## src/rtl/sport_rx.sv

```systemverilog
// sport_rx: receive-side SPORT framer.
// Assembles NIBBLES data beats, sampled while the active-low frame sync is low,
// into one WORD_W word. The first beat received lands in the most significant
// nibble. Frames that end early, or run past NIBBLES beats, are flagged.
// Ports:
//   sport_clk  - sole clock, rising edge
//   rst        - synchronous active-high reset
//   FS         - frame sync, active low
//   data       - DATA_W data lane, sampled while FS is low
//   word_out   - last completed word, held between frames
//   word_valid - one-cycle pulse when word_out updates
//   frame_err  - one-cycle pulse on a short or overlong frame
//   busy       - high while the framer is not idle
module sport_rx #(
  parameter int unsigned DATA_W  = 4,
  parameter int unsigned NIBBLES = 8
) (
  input  logic                        sport_clk,
  input  logic                        rst,
  input  logic                        FS,
  input  logic [DATA_W-1:0]           data,
  output logic [DATA_W*NIBBLES-1:0]   word_out,
  output logic                        word_valid,
  output logic                        frame_err,
  output logic                        busy
);

  localparam int unsigned WORD_W = DATA_W * NIBBLES;
  localparam int unsigned CNT_W  = $clog2(NIBBLES + 1);
  // History needs only the beats that precede the current one
  localparam int unsigned HIST_W = WORD_W - DATA_W;

  typedef enum logic [1:0] {
    S_IDLE = 2'd0,
    S_RECV = 2'd1,
    S_HOLD = 2'd2
  } state_t;

  state_t              state_q, state_d;
  logic [CNT_W-1:0]    cnt_q, cnt_d;
  logic [HIST_W-1:0]   shreg_q, shreg_d;
  logic [WORD_W-1:0]   word_d;
  logic                valid_d;
  logic                err_d;
  logic [CNT_W-1:0]    beat_cnt;
  logic [WORD_W-1:0]   shifted;

  // State, counter, history and registered outputs
  always_ff @(posedge sport_clk) begin
    if (rst) begin
      state_q    <= S_IDLE;
      cnt_q      <= '0;
      shreg_q    <= '0;
      word_out   <= '0;
      word_valid <= 1'b0;
      frame_err  <= 1'b0;
      busy       <= 1'b0;
    end else begin
      state_q    <= state_d;
      cnt_q      <= cnt_d;
      shreg_q    <= shreg_d;
      word_out   <= word_d;
      word_valid <= valid_d;
      frame_err  <= err_d;
      busy       <= (state_d != S_IDLE);
    end
  end

  // Next-state and output decode
  always_comb begin
    state_d  = state_q;
    cnt_d    = cnt_q;
    shreg_d  = shreg_q;
    word_d   = word_out;
    valid_d  = 1'b0;
    err_d    = 1'b0;
    beat_cnt = cnt_q + CNT_W'(1);
    shifted  = {shreg_q, data};

    case (state_q)
      S_IDLE: begin
        cnt_d = '0;
        if (!FS) begin
          shreg_d = shifted[HIST_W-1:0];
          cnt_d   = CNT_W'(1);
          state_d = S_RECV;
        end
      end

      S_RECV: begin
        if (!FS) begin
          shreg_d = shifted[HIST_W-1:0];
          cnt_d   = beat_cnt;
          if (beat_cnt == CNT_W'(NIBBLES)) begin
            word_d  = shifted;
            valid_d = 1'b1;
            state_d = S_HOLD;
          end
        end else begin
          // Short frame: drop the partial word
          err_d   = 1'b1;
          cnt_d   = '0;
          state_d = S_IDLE;
        end
      end

      S_HOLD: begin
        if (FS) begin
          cnt_d   = '0;
          state_d = S_IDLE;
        end else if (cnt_q == CNT_W'(NIBBLES)) begin
          // First overrun beat flags once; count parks at NIBBLES+1 after that
          err_d = 1'b1;
          cnt_d = beat_cnt;
        end
      end

      default: begin
        cnt_d   = '0;
        state_d = S_IDLE;
      end
    endcase
  end

endmodule

```

## config.mk

```make
export PLATFORM = sky130hd
export DESIGN_NAME = sport_rx
export DESIGN_NICKNAME = d
export VERILOG_FILES = /design/src/rtl/sport_rx.sv
export SDC_FILE = /design/constraint.sdc
export NUM_CORES = 1
export LEC_CHECK = 0
export CORE_MARGIN = 1
export CORE_UTILIZATION = 30
export DETAILED_ROUTE_END_ITERATION = 8
export GPL_ROUTABILITY_DRIVEN = 1
export SLEW_MARGIN = 20
export SYNTH_ARGS = -nofsm -noshare
export SYNTH_HDL_FRONTEND = slang
export SYNTH_SLANG_ARGS = --single-unit
export TNS_END_PERCENT = 10
```

## constraint.sdc

```tcl
create_clock -name sport_clk -period 4.59 [get_ports sport_clk]
set_input_delay 0.918 -clock sport_clk [delete_from_list [all_inputs] [get_ports sport_clk]]
set_output_delay 0.918 -clock sport_clk [all_outputs]
set_load 0.01 [all_outputs]
```

Word-level counts from Yosys, hierarchy flattened
Index checks and enable logic that the tools add are counted.

operators by class
  equal/unequal tests = 5
  $lt $le $gt $ge = 0
  add/subtract/negate cells = 1
  divide/modulo/power cells = 0
  bitwise operators = 2
  muxes and demuxes = 15
  shifts and indexed selects = 0
  multipliers = 0
  reductions and logical operators = 6

operators by type and width
  cell                                                             count
  4-bit 2-to-1 mux                                                 3
  4-bit one-hot mux with 3 select lines                            1
  4-bit == test, second input constant                             2
  2-bit 2-to-1 mux                                                 4
  2-bit one-hot mux with 3 select lines                            1
  1-bit 2-to-1 mux                                                 5
  4-bit by 1-bit adder with 4-bit output, second input constant    1
  3-bit != test, second input constant                             1
  3-bit AND reduction                                              1
  3-bit OR reduction                                               1
  2-bit by 1-bit == test with 1-bit output, second input constant  1
  2-bit == test, second input constant                             1
  2-bit zero test                                                  1
  1-bit inverter                                                   2
  1-bit one-hot mux with 2 select lines                            1
  2-bit AND reduction                                              1
  2-bit nonzero test                                               1
  2-bit OR reduction                                               1

word-level totals
  output and inout port bits = 35
  input port bits = 7
  ROM bits = 0
  memories = 0
  latch bits = 0
  RAM bits = 0
  bits in registers = 69

Longest topological paths before layout
  depth in word-level cells = 6
  gate-level depth with buffers = 8

Least setup slack after synthesis
Ideal clock, no wire load.

  path type = input-to-reg
  start = input port FS
  end = register cnt_q[3]
  arrival = 1987 ps
  cell stages on the path = 4
  required time = 4520 ps
  setup time = 70 ps
  path slack = 2532 ps
  path through = buf_6 -> or3b_1 -> or4_1 -> a21oi_1

on the way
  word-level cells in the longest chain between the ends = 2
  elaborated cells between the ends (all ways) = 4
  those cells by class = 1 x eq/ne; 3 x mux

ends and longest elaborated chain
  what                                   line     source
  start, declared                        20       input logic FS,
  4-bit 2-to-1 mux (on tied branches)    108, 91
  4-bit one-hot mux with 3 select lines  80       case (state_q)
  end signal, assigned                   60       cnt_q <= cnt_d;
  end, declared                          40       logic [CNT_W-1:0] cnt_q, cnt_d;

Several ways; a longest one is shown, not always the timed one.
A chain may end at the register's enable or synchronous reset.

Worst setup path in the final report
  start = input port FS
  end = register word_out[18]

on the way
  word-level cells in the longest chain between the ends = 2

ends and longest elaborated chain
  what                                  line  source
  1-bit inverter (no source line)       --
  3-bit AND reduction (no source line)  --
  end signal, assigned                  62    word_out <= word_d;
  end, declared                         22    output logic [DATA_W*NIBBLES-1:0] word_out,

No other way between the ends.

==> results.txt <==
The fraction of synthesis flops using an asynchronous set or reset pin came out at 0. After detailed routing, the number of remaining DRC violations is 0. The clock network latency to the later pin of the worst-skew pair is 330 ps. The number of nets in the finished design came out at 374.

The pin count of the biggest net entering global routing is 36. The cell count after placement is 455. Setup repair after global routing left no endpoint under its margin. Synthesis instantiated 31 different standard cells from the library.

The setup violation total in the final timing report is 0. Counting flops and latches in the post-synthesis netlist gives 69. STA classifies the critical path startpoint as an input port. The number of nets in the synthesized netlist came out at 340. The setup clock skew after layout is 6.28 ps. Power comes to 1.10 mW. The run finished with clean final reports.

Of all nets on the critical path, the largest fanout is 34. The violation count after the first detailed-route iteration is 91. In this run the mean area of a mapped cell was 7.99 um2. The number of warnings reported in the yosys synthesis log is 0. The total die area is 9090 um2.

During I/O placement, the number of pins put on the boundary was 42. The worst hold margin is 455 ps. The number of cells in the finished layout apart from fillers came out at 471. The die width came out at 95.3 um. The post-synthesis instance area came out at 2610 um2. The core footprint is 8340 um2. TritonCTS built the clock tree. The most common cell in the synthesized netlist is nand2_1.

For this run, the register share of the synthesized area comes to 0.528. Max-cap violations in this run came to 0. The area share of the largest cell type after synthesis came out at 0.528.

The normalized max-slew margin is 0.541. The static leakage power is 1.07 nW. For the final routed database, the setup TNS stands at 0 ps. The fraction of the core area covered by cells at the end of the flow is 0.393.

The total number of clock tree sinks came out at 69. The number of instances in the synthesized netlist is 327. The arrival time of data at the critical path endpoint came out at 2850 ps. The total power divided by cell area is 337 nW/um2. For this run, the total global-route usage over all layers was measured as 0.139. IR analysis of the VDD net gives a maximum drop of 0.000175 V.

The via count normalized by instance count is 4.66. The worst setup path is captured at a flip-flop. The worst setup path is of the input port to flip-flop kind.

The number of search-and-repair iterations in the first detailed-routing pass came out at 4. In this run the worst hold path is classified as flip-flop to flip-flop. The remaining global-route overflow came out at 0. Counting the buffers created by CTS gives 9.

The area growth from synthesis to final layout came out at 25.3%. The initial utilization of the core area, before any placement, comes to 0.313. After floorplanning, the core was divided into 33 placement rows. The floorplan die height is 95.3 um. For this run, the leading register cell type out of synthesis is dfxtp_1. The number of vias after detailed routing came out at 2195. The root buffer cell is clkbuf_8. The post-detailed-route count of antenna-violating nets is 0. The count of hold-fix buffers inserted at cts is 0. The half-perimeter wire length of the detailed placement result is 3660 um. The total count of hold-check failures in the final report is 0. The clock-pin transition on the worst setup and hold timing paths is 80 ps. The initial antenna violation count came out at 0. The time the worst path needs with I/O delays and setup is 2590 ps.

The synthesized design spends more area on one cell type than any other, namely dfxtp_1. The slew at the pin closest to its max-slew limit came out at 688 ps. Post-CTS repair changed the size of 0 cells. The maximum buffer depth of the clock tree is 2. By count the netlist is led by nand2_1 (122), dfxtp_1 (69), a21oi_1 (66), clkbuf_1 (13).

At the end of routability-driven placement, the weighted congestion stood at 0.732. The max-slew violation count came to 0. The maximum achievable frequency is 0.386 GHz. The average wire length per cell after detail routing is 12.2 um. The fraction of final layout cells with drive strength greater than 1 came out at 0.0710.

The number of buffer cells added on primary ports came out at 41. The first global-routing pass estimated 9700 um of wire. Of the available clock period, the critical path in the final layout requires 0.564. STA puts the critical path data required time at 4850 ps. The wire length reported by the detailed router came out at 5750 um. The depth of the CTS H-tree is 3.

After synthesis, the cell types taking the most area are dfxtp_1 (53%), nand2_1 (18%), a21oi_1 (13%). Post-CTS timing repair inserted 0 buffers for setup. The number of diodes added for antenna fixing is 0. The number of enable flip-flop cells after synthesis is 0. The number of global-route vias before repair came out at 2103.
## power breakdown
part | switching, mW | leakage (nW) | total, mW | internal, mW
Combinational | 0.0380 | 0.426 | 0.0577 | 0.0198
Sequential | 0.00631 | 0.557 | 0.611 | 0.605
Clock | 0.227 | 0.0880 | 0.436 | 0.209
Total | 0.271 | 1.07 | 1.10 | 0.833
## logic make-up (layout without fill, tap and decap cells)
group / after synthesis / in the layout / share of synthesized area
fa+ha+maj: 6 / 6 / 0.0287
simple gates: 150 / 150 / 0.243
flops: 69 / 69 / 0.528
buf+inv: 24 / 63 / 0.0402
mux: 1 / 1 / 0.00431
compound gates: 77 / 77 / 0.155
## area by class of cell
class                      instances  area [um2]
clock buffer                      10         138
clock inverter                     6        38.8
fill                             888        5060
inverter                           4        15.0
multi-input combinational        234        1140
sequential                        69        1380
tap                              105         131
timing repair buffer              43         433
## per-layer routing
layer | up-vias | GRT usage | part of all wire
li1 | 1138 | - | -
met1 | 1014 | 0.182 | 0.50
met2 | 41 | 0.213 | 0.45
met3 | 2 | 0.0550 | 0.038
met4 | 0 | 0.0379 | 0.0063
met5 | - | 0 | 0
## final timing paths
check,slack (ps),start,endpoint,cells past startpoint
worst max register to register,2660,state_q[1],word_out[18],6
worst min register to register,450,word_out[8],word_out[8],2
worst max-delay path,2000,FS,word_out[18],5
worst min-delay path,450,word_out[8],word_out[8],2
## cell usage in the layout (no fill, tap or decap), types with 2 or more instances in the layout
master	n
clkinvlp_4	2
ha_1	6
dfxtp_1	69
nand3b_1	2
or2_2	2
o21ai_0	5
inv_1	4
nor2b_1	3
clkbuf_8	10
a21bo_2	2
nand2b_1	2
nor2_1	5
a21oi_1	66
clkinv_2	3
nor3b_1	2
clkdlybuf4s50_1	40
nand2_1	122
nand3_1	2
## sequential cells by signal, summed over array words and instances (netlist names)
signal,flops
busy,1
cnt_q,4
frame_err,1
shreg_q,28
state_q,2
word_out,32
word_valid,1
## worst max-delay path, cell delays in order
cell	delay [ps]
clkdlybuf4s50_1	730
and4b_1	260
a21bo_2	640
nand2_1	110
a21oi_1	170
## per-stage QoR
stage	setup slack, ps	cell area (um2)
6_report	2000	3280
5_1_grt	1810	3280
4_1_cts	2060	3270
3_5_place_dp	1690	3090
3_3_place_gp	1750	3070
2_1_floorplan	2530	2610
Note: power is estimated with default switching activity, not from simulation.
